### src/rtl/icache_prefetch_unpack.sv
// icache_prefetch_unpack
// Splits a packed 136-bit icache prefetch word into up to two 68-bit
// {length, data} entries (low half first) for the prefetch FIFO, and keeps a
// saturating count of bytes handed to the FIFO.
module icache_prefetch_unpack #(
  parameter int CNT_W = 16
) (
  input  logic             clk,
  input  logic             rst_n,
  input  logic             flush,
  input  logic             line_valid,
  input  logic [135:0]     line_data,
  output logic             line_accept,
  output logic             prefetch_valid,
  output logic [67:0]      prefetch_data,
  input  logic             prefetch_accept,
  output logic             busy,
  output logic [CNT_W-1:0] bytes_delivered
);

  typedef enum logic [1:0] {
    EMPTY = 2'd0,
    LO    = 2'd1,
    HI    = 2'd2
  } state_e;

  state_e           state_q, state_d;
  logic [67:0]      hi_q, hi_d;
  logic [67:0]      entry_q, entry_d;
  logic [CNT_W-1:0] bytes_q, bytes_d;

  logic [3:0]       in_lo_len;
  logic [3:0]       in_hi_len;
  logic [3:0]       held_hi_len;
  logic             fire;
  logic             completing;
  logic [CNT_W:0]   bytes_sum;

  // Out-of-range length codes 9..15 are treated as a full 8-byte half.
  function automatic logic [3:0] clamp_len(input logic [3:0] len);
    return (len > 4'd8) ? 4'd8 : len;
  endfunction

  assign in_lo_len   = clamp_len(line_data[67:64]);
  assign in_hi_len   = clamp_len(line_data[135:132]);
  assign held_hi_len = clamp_len(hi_q[67:64]);

  assign prefetch_valid  = (state_q != EMPTY);
  assign busy            = (state_q != EMPTY);
  assign prefetch_data   = entry_q;
  assign bytes_delivered = bytes_q;

  assign fire       = prefetch_valid && prefetch_accept;
  assign completing = fire && ((state_q == HI) || ((state_q == LO) && (held_hi_len == 4'd0)));
  assign bytes_sum  = {1'b0, bytes_q} + {{(CNT_W-3){1'b0}}, entry_q[67:64]};

  // Next-state, handshake and counter logic; flush overrides everything.
  always_comb begin
    state_d     = state_q;
    hi_d        = hi_q;
    entry_d     = entry_q;
    bytes_d     = bytes_q;
    line_accept = rst_n && !flush && ((state_q == EMPTY) || completing);

    if (fire) begin
      bytes_d = bytes_sum[CNT_W] ? {CNT_W{1'b1}} : bytes_sum[CNT_W-1:0];
    end

    if (completing) begin
      state_d = EMPTY;
    end else if (fire && (state_q == LO)) begin
      state_d = HI;
      entry_d = {held_hi_len, hi_q[63:0]};
    end

    if (line_valid && line_accept) begin
      hi_d = line_data[135:68];
      if (in_lo_len != 4'd0) begin
        state_d = LO;
        entry_d = {in_lo_len, line_data[63:0]};
      end else if (in_hi_len != 4'd0) begin
        state_d = HI;
        entry_d = {in_hi_len, line_data[131:68]};
      end else begin
        state_d = EMPTY;
      end
    end

    if (flush) begin
      state_d = EMPTY;
      bytes_d = '0;
    end
  end

  // State, held high half, offered entry and byte counter registers.
  always_ff @(posedge clk or negedge rst_n) begin
    if (!rst_n) begin
      state_q <= EMPTY;
      hi_q    <= '0;
      entry_q <= '0;
      bytes_q <= '0;
    end else begin
      state_q <= state_d;
      hi_q    <= hi_d;
      entry_q <= entry_d;
      bytes_q <= bytes_d;
    end
  end

endmodule

### config.mk
export PLATFORM = sky130hd
export DESIGN_NAME = icache_prefetch_unpack
export DESIGN_NICKNAME = d
export VERILOG_FILES = /design/src/rtl/icache_prefetch_unpack.sv
export SDC_FILE = /design/constraint.sdc
export NUM_CORES = 1
export LEC_CHECK = 0
export ABC_AREA = 1
export BUFFER_PORTS_ARGS = -buffer_cell sky130_fd_sc_hd__clkbuf_2
export CORE_MARGIN = 5
export CORE_UTILIZATION = 50
export DETAILED_ROUTE_END_ITERATION = 12
export PLACE_DENSITY = 0.76
export SLEW_MARGIN = 10
export SYNTH_ARGS = -nofsm -noshare
export SYNTH_HDL_FRONTEND = slang
export SYNTH_SLANG_ARGS = --single-unit
### constraint.sdc
create_clock -name clk -period 2.7 [get_ports clk]
set_input_delay 0.405 -clock clk [delete_from_list [all_inputs] [get_ports clk]]
set_output_delay 0.405 -clock clk [all_outputs]
set_load 0.05 [all_outputs]
[Yosys cells after proc, flatten, opt, wreduce, memory -nomap -nowiden]
Cells that the tools add are included.
Cells by class
  $add $sub $neg: 1
  order comparisons: 3
  equal/unequal tests: 2
  muxes and demuxes: 17
  reductions and logical operators: 17
Operator list (count)
  68-bit 2-to-1 mux: 5
  16-bit 2-to-1 mux: 3
  16-bit by 4-bit adder with 17-bit output: 1
  4-bit greater-than comparator (second input constant): 3
  2-bit 2-to-1 mux: 6
  4-bit 2-to-1 mux: 3
  4-bit nonzero test: 3
  1-bit logical AND: 7
  4-bit zero test: 1
  2-bit nonzero test: 2
  2-bit by 1-bit == test with 1-bit output (second input constant): 1
  2-bit == test (second input constant): 1
  2-bit zero test: 1
  1-bit logical OR: 2
  1-bit zero test: 1
Word-level totals
  register bits after elaboration: 154
  output and inout bits: 87
  word-level logic and storage cells: 44

[Logic depth before layout (Yosys ltp)]
Gate-level depths: netlist of run 1.
  depth in word-level cells: 11
  mapped depth: 12
  mapped depth without buffers: 10

[Worst setup path before layout of run 1]
Ideal clock, no wire load.
  kind: reg2reg
  from: register bytes_q[0] (netlist: bytes_delivered[0])
  to: register bytes_q[4] (netlist: bytes_delivered[4])
  arrival time: 2.166 ns
  required time: 2.617 ns
  setup slack: 0.451 ns
  cell stages (with the launch flop): 12
  buffers on the path: 1
  period minus slack after synthesis: 2.249 ns
  path through: dfrtp_1 ha_1 inv_1 fa_1 o21ai_2 nand2_1 inv_1 nand2_2 buf_2 nand2_1 nand2_1 o21ai_0
Between the ends
  longest elaborated chain between the ends: 4
Ends and longest elaborated chain
  start, declared: RTL line 30  | logic [CNT_W-1:0] bytes_q, bytes_d;
  start signal, assigned: RTL line 106  | bytes_q <= bytes_d;
  16-bit by 4-bit adder with 17-bit output: RTL line 55  | assign bytes_sum = {1'b0, bytes_q} + {{(CNT_W-3){1'b0}}, entry_q[67:64]};
  16-bit 2-to-1 mux: RTL line 66  | bytes_d = bytes_sum[CNT_W] ? {CNT_W{1'b1}} : bytes_sum[CNT_W-1:0];
  16-bit 2-to-1 mux: RTL line 65  | if (fire) begin
  16-bit 2-to-1 mux: RTL line 89  | if (flush) begin
No other way between the ends. The select of a mux whose other input is x is not followed.
A chain may end at the register's enable or synchronous reset.

[Worst setup path in the final report of run 1]
  from: register hi_q[65]
  to: output line_accept
Between the ends
  longest elaborated chain between the ends: 8
Ends and longest elaborated chain
  start, declared: RTL line 28  | logic [67:0] hi_q, hi_d;
  start signal, assigned: RTL line 104  | hi_q <= hi_d;
  4-bit greater-than comparator: RTL line 41  | return (len > 4'd8) ? 4'd8 : len;
  4-bit 2-to-1 mux *: RTL line 41
  4-bit zero test *: RTL line 54  | assign completing = fire && ((state_q == HI) || ((state_q == LO) && (held_hi_len == 4'd0)));
  1-bit logical AND *: RTL line 54
  1-bit logical OR *: RTL line 54
  1-bit logical AND *: RTL line 54
  1-bit logical OR *: RTL line 63  | line_accept = rst_n && !flush && ((state_q == EMPTY) || completing);
  1-bit logical AND *: RTL line 63
  end, declared: RTL line 13  | output logic line_accept,
Every way passes the cells marked *; elsewhere a longest branch is shown, timed or not.

==> results of run 1 <==
-- synthesized netlist by cell type (3+ instances only) --
| cell type | n |
|---|---|
| a21oi_1 | 3 |
| buf_2 | 45 |
| buf_4 | 11 |
| buf_6 | 5 |
| clkbuf_1 | 20 |
| dfrtp_1 | 154 |
| ha_1 | 4 |
| inv_1 | 96 |
| inv_2 | 7 |
| nand2_1 | 680 |
| nand3_1 | 222 |
| nand3b_1 | 4 |
| nor2_1 | 11 |
| nor3_1 | 5 |
| o21ai_0 | 42 |
| o21ai_1 | 42 |
| o31ai_1 | 3 |
-- layer usage --
metal	routed length [µm]	GRT usage	vias to the layer above
li1	-	-	4692
met1	11600	0.344	4204
met2	12100	0.398	404
met3	2140	0.0527	40
met4	474	0.0782	0
met5	0	0	-
-- path summary, 6_finish.rpt --
kind,endpoint,slack [ns],cells past startpoint
max in group asynchronous,hi_q[58],1.86,2
worst min-delay path,bytes_delivered[9],0.08,2
worst min register to register,hi_q[8],0.49,2
min in group clk,hi_q[29],0.22,3
worst max register to register,bytes_delivered[7],0.60,10
worst max-delay path,line_accept,0.52,8
-- critical path: cells and delay by family, from the launching register on --
kind / cells / cell delay [ns]
buf+inv: 2 / 0.32
flops: 1 / 0.40
simple gates: 6 / 0.63
-- area by class of cell --
cell class	instances	area share
multi-input cells	1033	0.408
clock inverters	10	0.00849
inverters	103	0.0354
well taps	229	0.0263
repair buffers	247	0.125
flip-flops and latches	154	0.353
clock buffers	22	0.0435
-- cell families (layout without fill, tap and decap cells) --
logic type                 Yosys count  in the layout  synth area share
and+or+nand+nor                    930            930             0.420
buffers and inverters              184            382            0.0907
DFF                                154            154             0.423
AOI/OAI and AO/OA                   95             95            0.0551
adders and majority gates            5              5           0.00769
xor gates and xnor gates             3              3           0.00289
-- stage by stage --
stage                      util  power, mW  worst slack (ns)  cells
after floorplan               -       6.88             0.451   1371
after global placement    0.576       7.96             0.700   1766
after detailed placement  0.576       8.05             0.631   1766
after CTS                 0.607       10.4             0.491   1798
after global routing      0.607       11.0             0.380   1798
final                     0.607       10.3             0.523   1798
-- sequential cells by signal, indices dropped and copies added (netlist names) --
name / count
state_q: 2
prefetch_data: 68
bytes_delivered: 16
hi_q: 68
-- power breakdown --
group	switching, mW	leakage (nW)	internal [mW]
sequential	0.513	1.96	3.12
combinational	3.26	4.19	1.12
clock	0.984	0.269	1.34
total	4.76	6.42	5.59
==> flow_summary.ini, run 1 <==
[clocking]
hold_buffers = 0
cts.sinks = 154
clkTransAtPathRegs_ns = 0.07
postCtsSetupBuffers = 0
cts_buffers = 17
worstSkewPairLatency_ns = 0.42
ctsResizeCount = 0
cts_buffer_depth = 2
cts_tree = yes
h-tree-depth = 4
cts_root_buf = clkbuf_16

[detailed_routing]
avgViaCountPerCell = 5.19
drc = 0
wl_per_cell_um = 14.7
first_pass_iters = 9
drt-total-wl_um = 26400
drtIter0Drc = 700
vias = 9340
antenna_left = 0

[global_route]
grt_pass1_wl_um = 44600
grt-ovfl-total = 0
grt_usage = 0.250
grt_max_degree = 155
grt_pass1_vias = 9138
antenna_found_initial = 0

[synth]
ys_top_cells_by_area = dfrtp_1 (42%), nand2_1 (28%), nand3_1 (12%)
synthCells = 1371
seq_area_frac_synth = 0.423
syn_avg_cell_area_um2 = 6.64
synth_top_area_frac = 0.423
async_flop_share = 1.00
synth_fp_nets = 1517
synth_edf_count = 0
ys_warn_count = 0
synth_area_leader_cell = dfrtp_1
syn_area_mm2 = 0.00911
synth-main-ff-cell = dfrtp_1
ys_types = 30
synth-seq-cells = 154

[outcome]
status = finished clean

[placed_design]
gp_congestion = 0.866
io_buffers = 227
placed_area_mm2 = 0.0103
dp_hpwl_um = 17000

[critical_path]
crit_top_cell = nand2_1
crit_fanout = 4
criticalPathCategory = flop to primary output
crit_path_end_kind = primary output
critical_path_arrival_ns = 1.77
worst_setup_path_start_kind = flop
worst_path_max_delay_cell = dfrtp_1
critPathLaunch = hi_q[65]
slowest_delay_ns = 0.40
worstPathCellList = nor2_1 > nand3_2 > nand2_1 > nand2_1 > nand2_2 > nand2_1 > inv_1 > clkbuf_2
reg2reg_from = bytes_delivered[0]
cp.required_ns = 2.30

[timing]
max_slew_margin = 0.381
rsz0062_at_grt = no
slew_violations = 0
setup_viol_count_final = 0
worstMarginPinSlew_ns = 0.929
period_share = 0.806
final_hold_viol_count = 0
worst_hold_slack_ns = 0.0755
timing.setup.tns_ns = 0
fin_worst_skew_ns = 0.0107
period_minus_slack_ns = 2.18
max_freq_ghz = 0.459

[layout]
drive_gt1_frac = 0.189
nFillCells = 1689
multi_input_area_mm2 = 0.00445
layout_commonest_cell = nand2_1
nets = 1702
final_cell_mix = nand2_1 (679), clkbuf_2 (226), nand3_1 (220), dfrtp_1 (154), inv_1 (95)
antenna_cells = 0
register_area_mm2 = 0.00385
design_area_mm2 = 0.0109
syn_to_final_growth_pct = 19.8

[floorplanning]
ios = 228
die_w_um = 145
die_h_um = 145
start_util = 0.507
row_count = 49
dieArea_mm2 = 0.0210
coreArea_mm2 = 0.0180

[job]
maxCapViolCount = 0

[pwr]
vdd_drop_max_v = 0.000816
p_leak_nw = 6.42
p_per_area_mw_per_mm2 = 948

[hold_path]
hp-class = input port to asynchronous set/reset pin
No activity file was read; power rests on OpenSTA's default activity.
==> run 2: changes to the inputs <==
Clock period 2.7 ns to 2.1 ns, I/O delays scaled along.
==> run 2 against run 1 <==
  * Non-clock buffer count is 7 higher
  * Power rose by 30%
  * Clock power is 31% higher
  * Critical path type unchanged
  * Highest routed layer unchanged
==> flow_summary.ini, run 2 (same netlist as run 1, synthesis figures left out) <==
[outcome]
status = finished clean

[layout]
syn_to_final_growth_pct = 21.7
design_area_mm2 = 0.0111
antenna_cells = 0
drive_gt1_frac = 0.196
layout_commonest_cell = nand2_1
final_cell_mix = nand2_1 (679), clkbuf_2 (225), nand3_1 (220), dfrtp_1 (150), inv_1 (95)
final_util = 0.617
nets = 1709

[placed_design]
dp_hpwl_um = 17500
placed_area_mm2 = 0.0105
gp_congestion = 0.860
io_buffers = 227

[timing]
rsz0062_at_grt = no
max_slew_margin = 0.449
timing.setup.tns_ns = 0
worstMarginPinSlew_ns = 0.824
period_minus_slack_ns = 1.97
fin_worst_skew_ns = 0.0110
slew_violations = 0
setup_viol_count_final = 0
final_hold_viol_count = 0
period_share = 0.938
max_freq_ghz = 0.507

[clocking]
clkTransAtPathRegs_ns = 0.07
cts_tree = yes
cts.sinks = 154
worstSkewPairLatency_ns = 0.42
cts_root_buf = clkbuf_16
h-tree-depth = 4
cts_buffer_depth = 2
cts_buffers = 17

[detailed_routing]
antenna_left = 0
drc = 0
first_pass_iters = 5
wl_per_cell_um = 14.9
drt-total-wl_um = 27000
drtIter0Drc = 778
avgViaCountPerCell = 5.25
vias = 9470

[pwr]
power_mw = 13.5
p_leak_nw = 6.50
clock_power_share = 0.227
p_sw_mw = 6.18
seqPwrFrac = 0.348
power_frac_comb = 0.425
p_int_mw = 7.27
vdd_drop_max_v = 0.000983
p_per_area_mw_per_mm2 = 1210
p_sw_frac = 0.459

[job]
maxCapViolCount = 0

[critical_path]
critical_path_arrival_ns = 1.66
slowest_delay_ns = 0.39
crit_fanout = 3
worstPathCellList = nor2_1 > nand3_2 > nand2_1 > nand2_1 > nand2_2 > nand2_1 > inv_1 > buf_12
criticalPathCategory = flop to primary output
crit_top_cell = nand2_1
cp.required_ns = 1.78
worst_setup_path_start_kind = flop
worst_path_max_delay_cell = dfrtp_1
crit_path_end_kind = primary output

[floorplanning]
ios = 228
die_w_um = 145
coreArea_mm2 = 0.0180
start_util = 0.507
die_h_um = 145
row_count = 49
dieArea_mm2 = 0.0210

[global_route]
grt_usage = 0.253
grt-ovfl-total = 0
grt_max_degree = 109
antenna_found_initial = 0
grt_pass1_vias = 9253
grt_pass1_wl_um = 44800

[hold_path]
hp-class = input port to flop
==> run 2: changes by cell type in the layout (fill, tap and decap cells not counted) <==
| cell | change |
|---|---|
| clkbuf_2 | -1 |
| clkinv_4 | +2 |
| dfrtp_2 | +4 |
| buf_4 | +1 |
| clkinv_2 | -3 |
| clkinvlp_4 | +1 |
| nand2_2 | -1 |
| inv_6 | +1 |
| clkbuf_8 | +1 |
| nand2_4 | +1 |
| dlygate4sd3_1 | +1 |
| buf_12 | +6 |
| dfrtp_1 | -4 |
| clkbuf_1 | -2 |
==> run 2: stage by stage <==
step                      instances  setup WS, ns  hold slack [ns]
after floorplan                1371       0.00391           0.0194
after detailed placement       1770         0.109            0.162
after global placement         1770         0.204            0.161
after CTS                      1803       0.00131            0.115
final                          1805         0.129            0.126
after global routing           1805       0.00673            0.124
==> run 2: final cells by class <==
type	count	area, µm²
repair buffers	254	1500
clock buffers	21	480
clock inverters	11	111
multi-input cells	1033	4460
flip-flops and latches	154	3860
inverters	103	387
well taps	229	287
fillers	1653	6880
==> run 2: timing repair <==
action                                 CTS  global route
hold buffers                             1             0
gates resized for setup                  0             1
setup endpoints to repair                0            13
buffers inserted                         0             2
endpoints found under the hold margin   14             0
==> run 2: final timing paths <==
path	slack (ns)	to	from	cells after the start
hold reg to reg	0.49	hi_q[18]	hi_q[18]	2
setup reg to reg	0.19	bytes_delivered[6]	prefetch_data[64]	10
setup / recovery	0.13	line_accept	hi_q[65]	8
hold / removal	0.13	hi_q[21]	line_data[89]	3
max in group asynchronous	0.92	prefetch_data[65]	rst_n	3
min in group asynchronous	0.29	bytes_delivered[11]	rst_n	2
==> run 2: power by group through the flow <==
stage	Sequential [mW]	Clock [mW]	Combinational, mW
3_5_place_dp	4.70	0	5.69
5_1_grt	4.79	3.23	6.23
4_1_cts	4.67	3.10	5.72
6_report	4.68	3.06	5.72
2_1_floorplan	6.71	0	2.15
3_3_place_gp	4.68	0	5.59
==> run 2: routing by layer <==
layer | up-vias | wire, µm | part of all wire | GRT usage
met5 | - | 0 | 0 | 0
met4 | 0 | 549 | 0.020 | 0.0852
met3 | 53 | 2180 | 0.081 | 0.0530
met2 | 433 | 13000 | 0.48 | 0.423
met1 | 4292 | 11300 | 0.42 | 0.326
li1 | 4692 | - | - | -
==> run 2: worst max-delay path, delay by kind of cell, from the launching register on <==
family	cells	cell delay, ns
flops	1	0.39
simple gates	6	0.61
buf+inv	2	0.24
